### config.mk
export PLATFORM = sky130hd
export DESIGN_NAME = outport_seg_scanner
export DESIGN_NICKNAME = d
export VERILOG_FILES = /design/src/rtl/seg7_pkg.sv /design/src/rtl/hex_to_seg7.sv /design/src/rtl/outport_seg_scanner.sv
export SDC_FILE = /design/constraint.sdc
export NUM_CORES = 1
export LEC_CHECK = 0
export BUFFER_PORTS_ARGS = -buffer_cell sky130_fd_sc_hd__buf_2
export CELL_PAD_IN_SITES_DETAIL_PLACEMENT = 0
export CELL_PAD_IN_SITES_GLOBAL_PLACEMENT = 2
export CORE_ASPECT_RATIO = 0.75
export CORE_MARGIN = 4
export CORE_UTILIZATION = 41
export CTS_CLUSTER_DIAMETER = 40
export CTS_CLUSTER_SIZE = 20
export DETAILED_ROUTE_END_ITERATION = 10
export PLACE_DENSITY = 0.88
export RECOVER_POWER = 100
export SETUP_SLACK_MARGIN = 0.4
export SLEW_MARGIN = 20
export SYNTH_ARGS = -nofsm -noshare
export SYNTH_HDL_FRONTEND = slang
export SYNTH_HIERARCHICAL = 1
export SYNTH_SLANG_ARGS = --single-unit
export TNS_END_PERCENT = 50
### constraint.sdc
create_clock -name clk -period 4.1 [get_ports clk]
set_input_delay 0.41 -clock clk [delete_from_list [all_inputs] [get_ports clk]]
set_output_delay 0.41 -clock clk [all_outputs]
set_load 0.01 [all_outputs]
### src/rtl/seg7_pkg.sv
// Shared constants for the 7-segment display path.
// Segment order is {g,f,e,d,c,b,a}, active-low.
package seg7_pkg;

    localparam logic [6:0] SEG_BLANK = 7'h7F;
    localparam int         DIGIT_W   = 3;

    // Entry n lives at bits [7n+6:7n]; digit F is the leftmost word.
    localparam logic [16*7-1:0] HEX_LUT = {
        7'h0E, 7'h06, 7'h21, 7'h46, 7'h03, 7'h08, 7'h10, 7'h00,
        7'h78, 7'h02, 7'h12, 7'h19, 7'h30, 7'h24, 7'h79, 7'h40
    };

    function automatic logic [6:0] hex_seg(input logic [3:0] nib);
        return HEX_LUT[7*nib +: 7];
    endfunction

endpackage

### src/rtl/hex_to_seg7.sv
// Nibble to active-low 7-segment pattern, with a blanking override.
module hex_to_seg7
    import seg7_pkg::*;
(
    input  logic [3:0] i_nib,
    input  logic       i_blank,
    output logic [6:0] o_seg_n
);

    assign o_seg_n = i_blank ? SEG_BLANK : hex_seg(i_nib);

endmodule

### src/rtl/outport_seg_scanner.sv
// Captures the CPU output port and scans it onto a multiplexed
// common-anode hex display with leading-zero blanking.
module outport_seg_scanner
    import seg7_pkg::*;
#(
    parameter int NUM_DIGITS = 8,
    parameter int SCAN_DIV   = 50000,
    parameter int GUARD      = 2,
    parameter int LZB        = 1
) (
    input  logic                  clk,
    input  logic                  reset,
    input  logic [31:0]           outport_data,
    input  logic                  load,
    input  logic                  blank,
    output logic [NUM_DIGITS-1:0] an_n,
    output logic [6:0]            seg_n,
    output logic                  dp_n,
    output logic                  changed
);

    localparam int CNT_W = (SCAN_DIV > 1) ? $clog2(SCAN_DIV) : 1;
    localparam int VIS_W = 4 * NUM_DIGITS;

    logic [31:0]           r_held;
    logic [CNT_W-1:0]      r_cnt;
    logic [DIGIT_W-1:0]    r_idx;
    logic [NUM_DIGITS-1:0] r_an_n;
    logic [6:0]            r_seg_n;
    logic                  r_changed;

    logic [VIS_W-1:0]      w_vis;
    logic [3:0]            w_nib;
    logic                  w_hi_zero;
    logic                  w_dig_blank;
    logic                  w_wrap;
    logic                  w_an_off;
    logic [6:0]            w_seg_n;

    assign w_vis       = r_held[VIS_W-1:0];
    assign w_nib       = w_vis[{r_idx, 2'b00} +: 4];
    assign w_hi_zero   = (w_vis >> {r_idx, 2'b00}) == '0;
    assign w_dig_blank = (LZB != 0) && (r_idx != '0) && w_hi_zero;
    assign w_wrap      = (r_cnt == CNT_W'(SCAN_DIV - 1));
    // Anodes stay dark for the guard band so segments settle first.
    assign w_an_off    = blank || (r_cnt < CNT_W'(GUARD)) || w_dig_blank;

    hex_to_seg7 u_dec (
        .i_nib   (w_nib),
        .i_blank (blank | w_dig_blank),
        .o_seg_n (w_seg_n)
    );

    always_ff @(posedge clk or negedge reset) begin
        if (!reset) begin
            r_cnt <= '0;
            r_idx <= '0;
        end else if (w_wrap) begin
            r_cnt <= '0;
            r_idx <= (r_idx == DIGIT_W'(NUM_DIGITS - 1)) ? '0 : r_idx + 1'b1;
        end else begin
            r_cnt <= r_cnt + 1'b1;
        end
    end

    always_ff @(posedge clk or negedge reset) begin
        if (!reset) begin
            r_held    <= '0;
            r_changed <= 1'b0;
        end else if (load) begin
            r_held    <= outport_data;
            r_changed <= (outport_data != r_held);
        end else begin
            r_changed <= 1'b0;
        end
    end

    always_ff @(posedge clk or negedge reset) begin
        if (!reset) begin
            r_an_n  <= '1;
            r_seg_n <= SEG_BLANK;
        end else begin
            r_an_n  <= w_an_off ? '1 : ~(NUM_DIGITS'(1) << r_idx);
            r_seg_n <= w_seg_n;
        end
    end

    assign an_n    = r_an_n;
    assign seg_n   = r_seg_n;
    assign dp_n    = 1'b1;
    assign changed = r_changed;

endmodule

[Word level (Yosys, flattened, before mapping)]
Index checks and enable logic that the tools add are counted.
Storage, ports and cells
  word-level logic and storage cells: 29
  input port bits: 36
  register bits: 67
  output and inout port bits: 17
Cells by class
  bitwise gates (word level): 2
  eq/ne operators: 3
  reduce and logical (&&, ||, !) cells: 5
  shift-type cells: 4
  add/sub/neg operators: 2
  order comparisons: 1
  multiply operators: 1
  muxes and demuxes: 5
Operators by type and width (number)
  112-bit by 8-bit variable part select with 7-bit output (first input constant): 1
  32-bit logical NOT: 1
  32-bit inequality test: 1
  32-bit by 6-bit variable part select with 4-bit output: 1
  32-bit by 5-bit >> shifter with 32-bit output: 1
  16-bit by 1-bit adder with 16-bit output (second input constant): 1
  16-bit == test (second input constant): 1
  16-bit by 2-bit < comparator with 1-bit output (second input constant): 1
  16-bit 2-to-1 mux: 1
  8-bit 2-to-1 mux: 1
  8-bit inverter: 1
  1-bit by 3-bit left shift with 8-bit output (first input constant): 1
  3-bit by 4-bit multiplier with 7-bit output (first input constant): 1
  7-bit 2-to-1 mux: 1
  3-bit by 1-bit adder with 3-bit output (second input constant): 1
  3-bit == test (second input constant): 1
  3-bit 2-to-1 mux: 1
  3-bit nonzero test: 1
  1-bit logical OR: 2
  1-bit logical AND: 1
  1-bit 2-to-1 mux: 1
  1-bit bitwise OR: 1

[Logic depth before layout (Yosys ltp)]
  depth after elaboration: 5
  gate-level depth with buffers: 11
  gate-level depth less buffers: 8

[Modules after synthesis]
The synthesis kept the hierarchy.
By module, submodules not included
  outport_seg_scanner: times used 1, seq. area each 1695.4 um^2, area an instance 3558.4 um^2, cells an instance 301
  hex_to_seg7: times used 1, seq. area each 0.0 um^2, area an instance 299.0 um^2, cells an instance 35

[Worst setup path after synthesis]
Ideal clock, no wire load.
  kind: flip-flop to flip-flop
  start point: register r_idx[0]
  end point: register r_seg_n[3], in the netlist seg_n[3]
  setup time: 81 ps
  arrival: 2384 ps
  setup slack: 1635 ps
  period minus slack after synthesis: 2465 ps
  stages on the path, launching flop included: 9
  required time: 4019 ps
  path buffers: 1
  cells stage by stage: dfrtp_1 -> buf_6 -> mux4_1 -> mux2_4 -> a211oi_4 -> nand4b_4 -> o21bai_1 -> nor2b_1 -> a32oi_1
Between the ends
  elaborated cells between the ends (all ways): 9
  classes of those cells: mul (1); shift (3); mux (1); bitwise (1); reduce/logical (3)
RTL lines
  from (decl): RTL line outport_seg_scanner.sv:27  | logic [DIGIT_W-1:0] r_idx;
  from (signal assigned): RTL line outport_seg_scanner.sv:60  | r_idx <= (r_idx == DIGIT_W'(NUM_DIGITS - 1)) ? '0 : r_idx + 1'b1;
  32-bit by 6-bit variable part select with 4-bit output: RTL line outport_seg_scanner.sv:41  | assign w_nib = w_vis[{r_idx, 2'b00} +: 4];
  net w_nib[1]: RTL line outport_seg_scanner.sv:33  | logic [3:0] w_nib;
  3-bit by 4-bit multiplier with 7-bit output: RTL line seg7_pkg.sv:15  | return HEX_LUT[7*nib +: 7];
  112-bit by 8-bit variable part select with 7-bit output: RTL line seg7_pkg.sv:15
  7-bit 2-to-1 mux: RTL line hex_to_seg7.sv:10  | assign o_seg_n = i_blank ? SEG_BLANK : hex_seg(i_nib);
  net w_seg_n[3]: RTL line outport_seg_scanner.sv:38  | logic [6:0] w_seg_n;
  to (signal assigned): RTL line outport_seg_scanner.sv:84  | r_seg_n <= w_seg_n;
  to (decl): RTL line outport_seg_scanner.sv:29  | logic [6:0] r_seg_n;
The timed path passes the listed nets, and every way through them passes these cells.
A chain may end at the register's enable or synchronous reset.

[Worst setup path after layout]
Ends and elaborated chain as after synthesis.

==> implementation parameters <==
Parameter                              Value

Cells and area
  Register cell area after layout ... 0.00170 mm2
  Diodes inserted ... 0
  Post-route insts no fill ... about 520
  Area growth from synthesis to layout ... 15.3%
  Leading cell types in the layout, fill and taps excluded ... dfrtp_1 (52), xnor2_1 (37), buf_2 (33)
  Final Core Density ... 0.488
  Area occupied by multi-input gates ... 0.00204 mm2
  Filler cell count in the final layout ... ~860
  Layout cells sized above 1 ... 0.266
  Leading cell type in the layout, fill and taps excluded ... dfrtp_1
  Net count, final ... between 400 and 500

Timing
  Slew Limit Headroom ... -0.215
  Setup Viol. Count Final ... 0
  Unrepaired setup endpoints after global routing ... false
  Final Critical Period ... 3.27 ns
  Number of hold violations in the final report ... 0
  Share of the clock period used by the worst path ... 0.798
  Pins Over Slew Limit ... 104
  Layout Skew ... 0.00407 ns
  Maximum clock frequency ... approximately 310 MHz
  Fin Hold WS ... 0.340 ns
  Transition time at the pin with the least slew margin ... between 1.5 and 2 ns
  Total negative setup slack ... 0 ns

Yosys
  Mapped Cells ... between 300 and 400
  Sequential area share after synthesis ... 0.440
  Yosys warning count ... 6
  Net count after synthesis ... between 300 and 400
  Synthesis-stage register bit count ... 67
  Combined area of all synthesized cells ... between 0.003 and 0.004 mm2
  Count of unique library cells instantiated by Yosys ... 52
  FFs w/ async S/R, synth ... 1.00
  Cell accounting for the most synthesized area ... dfrtp_1
  Share of Yosys cell area claimed by the top area cell type ... 0.337
  Synth Flop Type ... dfrtp_1
  Mean cell area of the mapped netlist ... between 10 and 15 um2
  Count of flip-flops with a built-in enable after synthesis ... 0
  Synth area leaders ... dfrtp_1 (34%), dfstp_2 (10%), mux2_2 (9.6%), xnor2_1 (8.4%), ha_1 (4.5%)

Floorplan
  Die footprint ... ~0.011 mm2
  I/O Pins ... 53
  Die extent in x ... between 100 and 150 um
  Starting utilization of the core area ... 0.423
  Rows ... 30
  DIE HEIGHT ... 92 um
  Floorplan core area ... a little over 0.009 mm2

Global route
  GR met1 Demand/Resource ... 0.240
  Initial antenna violation count ... 0
  Overall Global Routing Usage ... 0.163
  Met2 layer usage reported by global route ... 0.234
  Largest net degree at the start of global routing ... 36
  Grt met3 use ... 0.0469
  GRT overflow ... 0
  First-pass GRT wire length ... ~14000 um
  Layer with the highest usage ... met1
  Via count of the first global-routing pass ... around 2.7k

Place
  Port Buffers ... 51
  Routability congestion estimate from global placement ... between 0.9 and 1
  DP HPWL ... 6430 um
  Post-Place Cells ... 503

Clock network
  Quantity of hold-fixing buffers added after cts ... 0
  Clock sink count ... between 60 and 70
  Number of buffers added for setup after CTS ... 0
  Clock insertion delay at the later pin of the skew report ... 0.32 ns
  Root cell of the clock tree ... clkbuf_16
  Number of buffers created by CTS ... 9
  Maximum clock insertion buffer count ... 2
  Post-CTS sizing ... 0
  Reg clk slew, reported paths ... 0.05 ns
  H-tree lvl count ... 3
  Clock tree from TritonCTS ... done

Route
  DRC violations left ... 0
  ANT nets after route ... 0
  Number of vias after detailed routing ... 2765
  DR pass1 iterations ... 4
  Mean routed wirelength per cell ... approximately 16 um
  Final wirelength ... ~8500 um
  Violation count after the first detailed-route iteration ... between 150 and 200
  Via density ... 5.33

Critical path
  Nature of the critical path startpoint ... register
  Worst Setup Path Type ... reg -> reg
  Data arrival at the endpoint of the critical path ... 3.51 ns
  Data required time of the critical path ... 4.34 ns
  Endpoint type of the worst setup path ... register
  Maximum fanout along the worst path ... 9

Power
  Clock network fraction of total power ... 0.423
  Sw Share ... 0.248
  Pint ... ~1.3 mW
  Logic pwr share ... 0.131
  Worst-case vdd ir drop ... 0.259 mV
  Power share of the sequential group ... 0.446
  Net load switching power ... approximately 430 uW
  Static leakage ... 1.82 nW
  Pwr dens ... approximately 390 mW/mm2

Run status
  Outcome ... finished with violations
  Failing checks ... max-capacitance violations, max-slew violations

Flow run
  Count of max-cap constraint violations ... 3

Worst hold path
  Worst min-delay path category ... in -> reg
-- path summary, 6_finish.rpt --
path / endpoint / from / slack, ns / depth (start not counted)
setup / recovery: seg_n[3]$_DFF_PN1_ / r_idx[0]$_DFFE_PN0N_ / 0.83 / 7
hold / removal: r_held[21]$_DFFE_PN0P_ / outport_data[21] / 0.34 / 2
setup reg to reg: seg_n[3]$_DFF_PN1_ / r_idx[0]$_DFFE_PN0N_ / 0.83 / 7
hold reg to reg: r_cnt[0]$_DFF_PN0_ / r_cnt[0]$_DFF_PN0_ / 0.49 / 1
max in group asynchronous: r_cnt[8]$_DFF_PN0_ / reset / 1.07 / 2
min in group asynchronous: r_held[17]$_DFFE_PN0P_ / reset / 0.57 / 1
-- critical path: stages, from the launching register on --
cell	delay, ns
dfrtp_1	0.62
mux4_1	0.63
mux2_1	0.44
a211oi_1	0.40
nand4b_4	0.20
o21bai_1	0.51
nor2b_1	0.15
a32oi_1	0.24
-- routing by layer --
layer / share of wire / wire length [um]
met4: 0.011 / 91
met1: 0.50 / 4290
met3: 0.059 / 499
met5: 0 / 0
met2: 0.43 / 3640
-- power groups by stage --
stage / clock [mW] / sequential [mW] / combinational, mW
2_1_floorplan: 0 / 0.760 / 0.157
3_3_place_gp: 0 / 0.774 / 0.226
3_5_place_dp: 0 / 0.775 / 0.230
4_1_cts: 0.747 / 0.764 / 0.231
5_1_grt: 0.771 / 0.771 / 0.248
6_report: 0.725 / 0.765 / 0.224
-- cells in the mapped netlist, types with 2 or more instances --
cell	instances
a211oi_1	5
a21oi_1	3
a221o_1	2
a32oi_1	2
and2_1	3
and3_1	2
buf_2	3
buf_4	2
buf_6	3
clkbuf_1	6
dfrtp_1	52
dfstp_2	15
ha_1	14
inv_1	5
inv_2	2
mux2_1	2
mux2_2	33
mux2i_1	4
mux4_1	4
mux4_2	4
nand2_1	16
nand2b_1	4
nand3_1	13
nand4_1	11
nor2_1	23
nor2b_1	3
nor3_1	14
nor3b_1	2
nor4_1	9
o211ai_1	4
o21ai_0	2
o21ai_1	2
o21bai_1	2
o221ai_1	2
or4_1	2
xnor2_1	37
xor2_1	9
-- cells by family (layout without fill, tap and decap cells) --
logic type,Yosys count,count (layout),share of synthesized area
AO/OA/AOI/OAI,34,34,0.0714
XOR/XNOR,46,46,0.104
adder cells (fa/ha/maj),14,14,0.0454
buffers and inverters,21,76,0.0292
other,1,1,0.000972
multiplexers,48,48,0.167
AND/OR/NAND/NOR,105,105,0.142
flip-flops,67,67,0.440
-- layout make-up --
class,count,area share
clock buffer,15,0.0627
clock inverter,1,0.00113
inverter,7,0.00591
multi-input combinational,248,0.458
sequential,67,0.381
tap,128,0.0360
timing repair buffer,53,0.0549
-- stage by stage --
step / setup WS [ns] / area, um2 / power [mW]
detailed placement: 1.07 / 4200 / 1.01
global route: 0.398 / 4450 / 1.79
CTS: 1.06 / 4490 / 1.74
floorplan: 1.64 / 3860 / 0.917
global placement: 1.23 / 4200 / 1.00
finish: 0.829 / 4450 / 1.71
-- registers in the layout, summed over array words and instances (netlist names) --
| name | cells |
|---|---|
| r_cnt | 16 |
| r_held | 32 |
| an_n | 8 |
| seg_n | 7 |
| r_idx | 3 |
| changed | 1 |
Note: power is estimated with default switching activity, not from simulation.
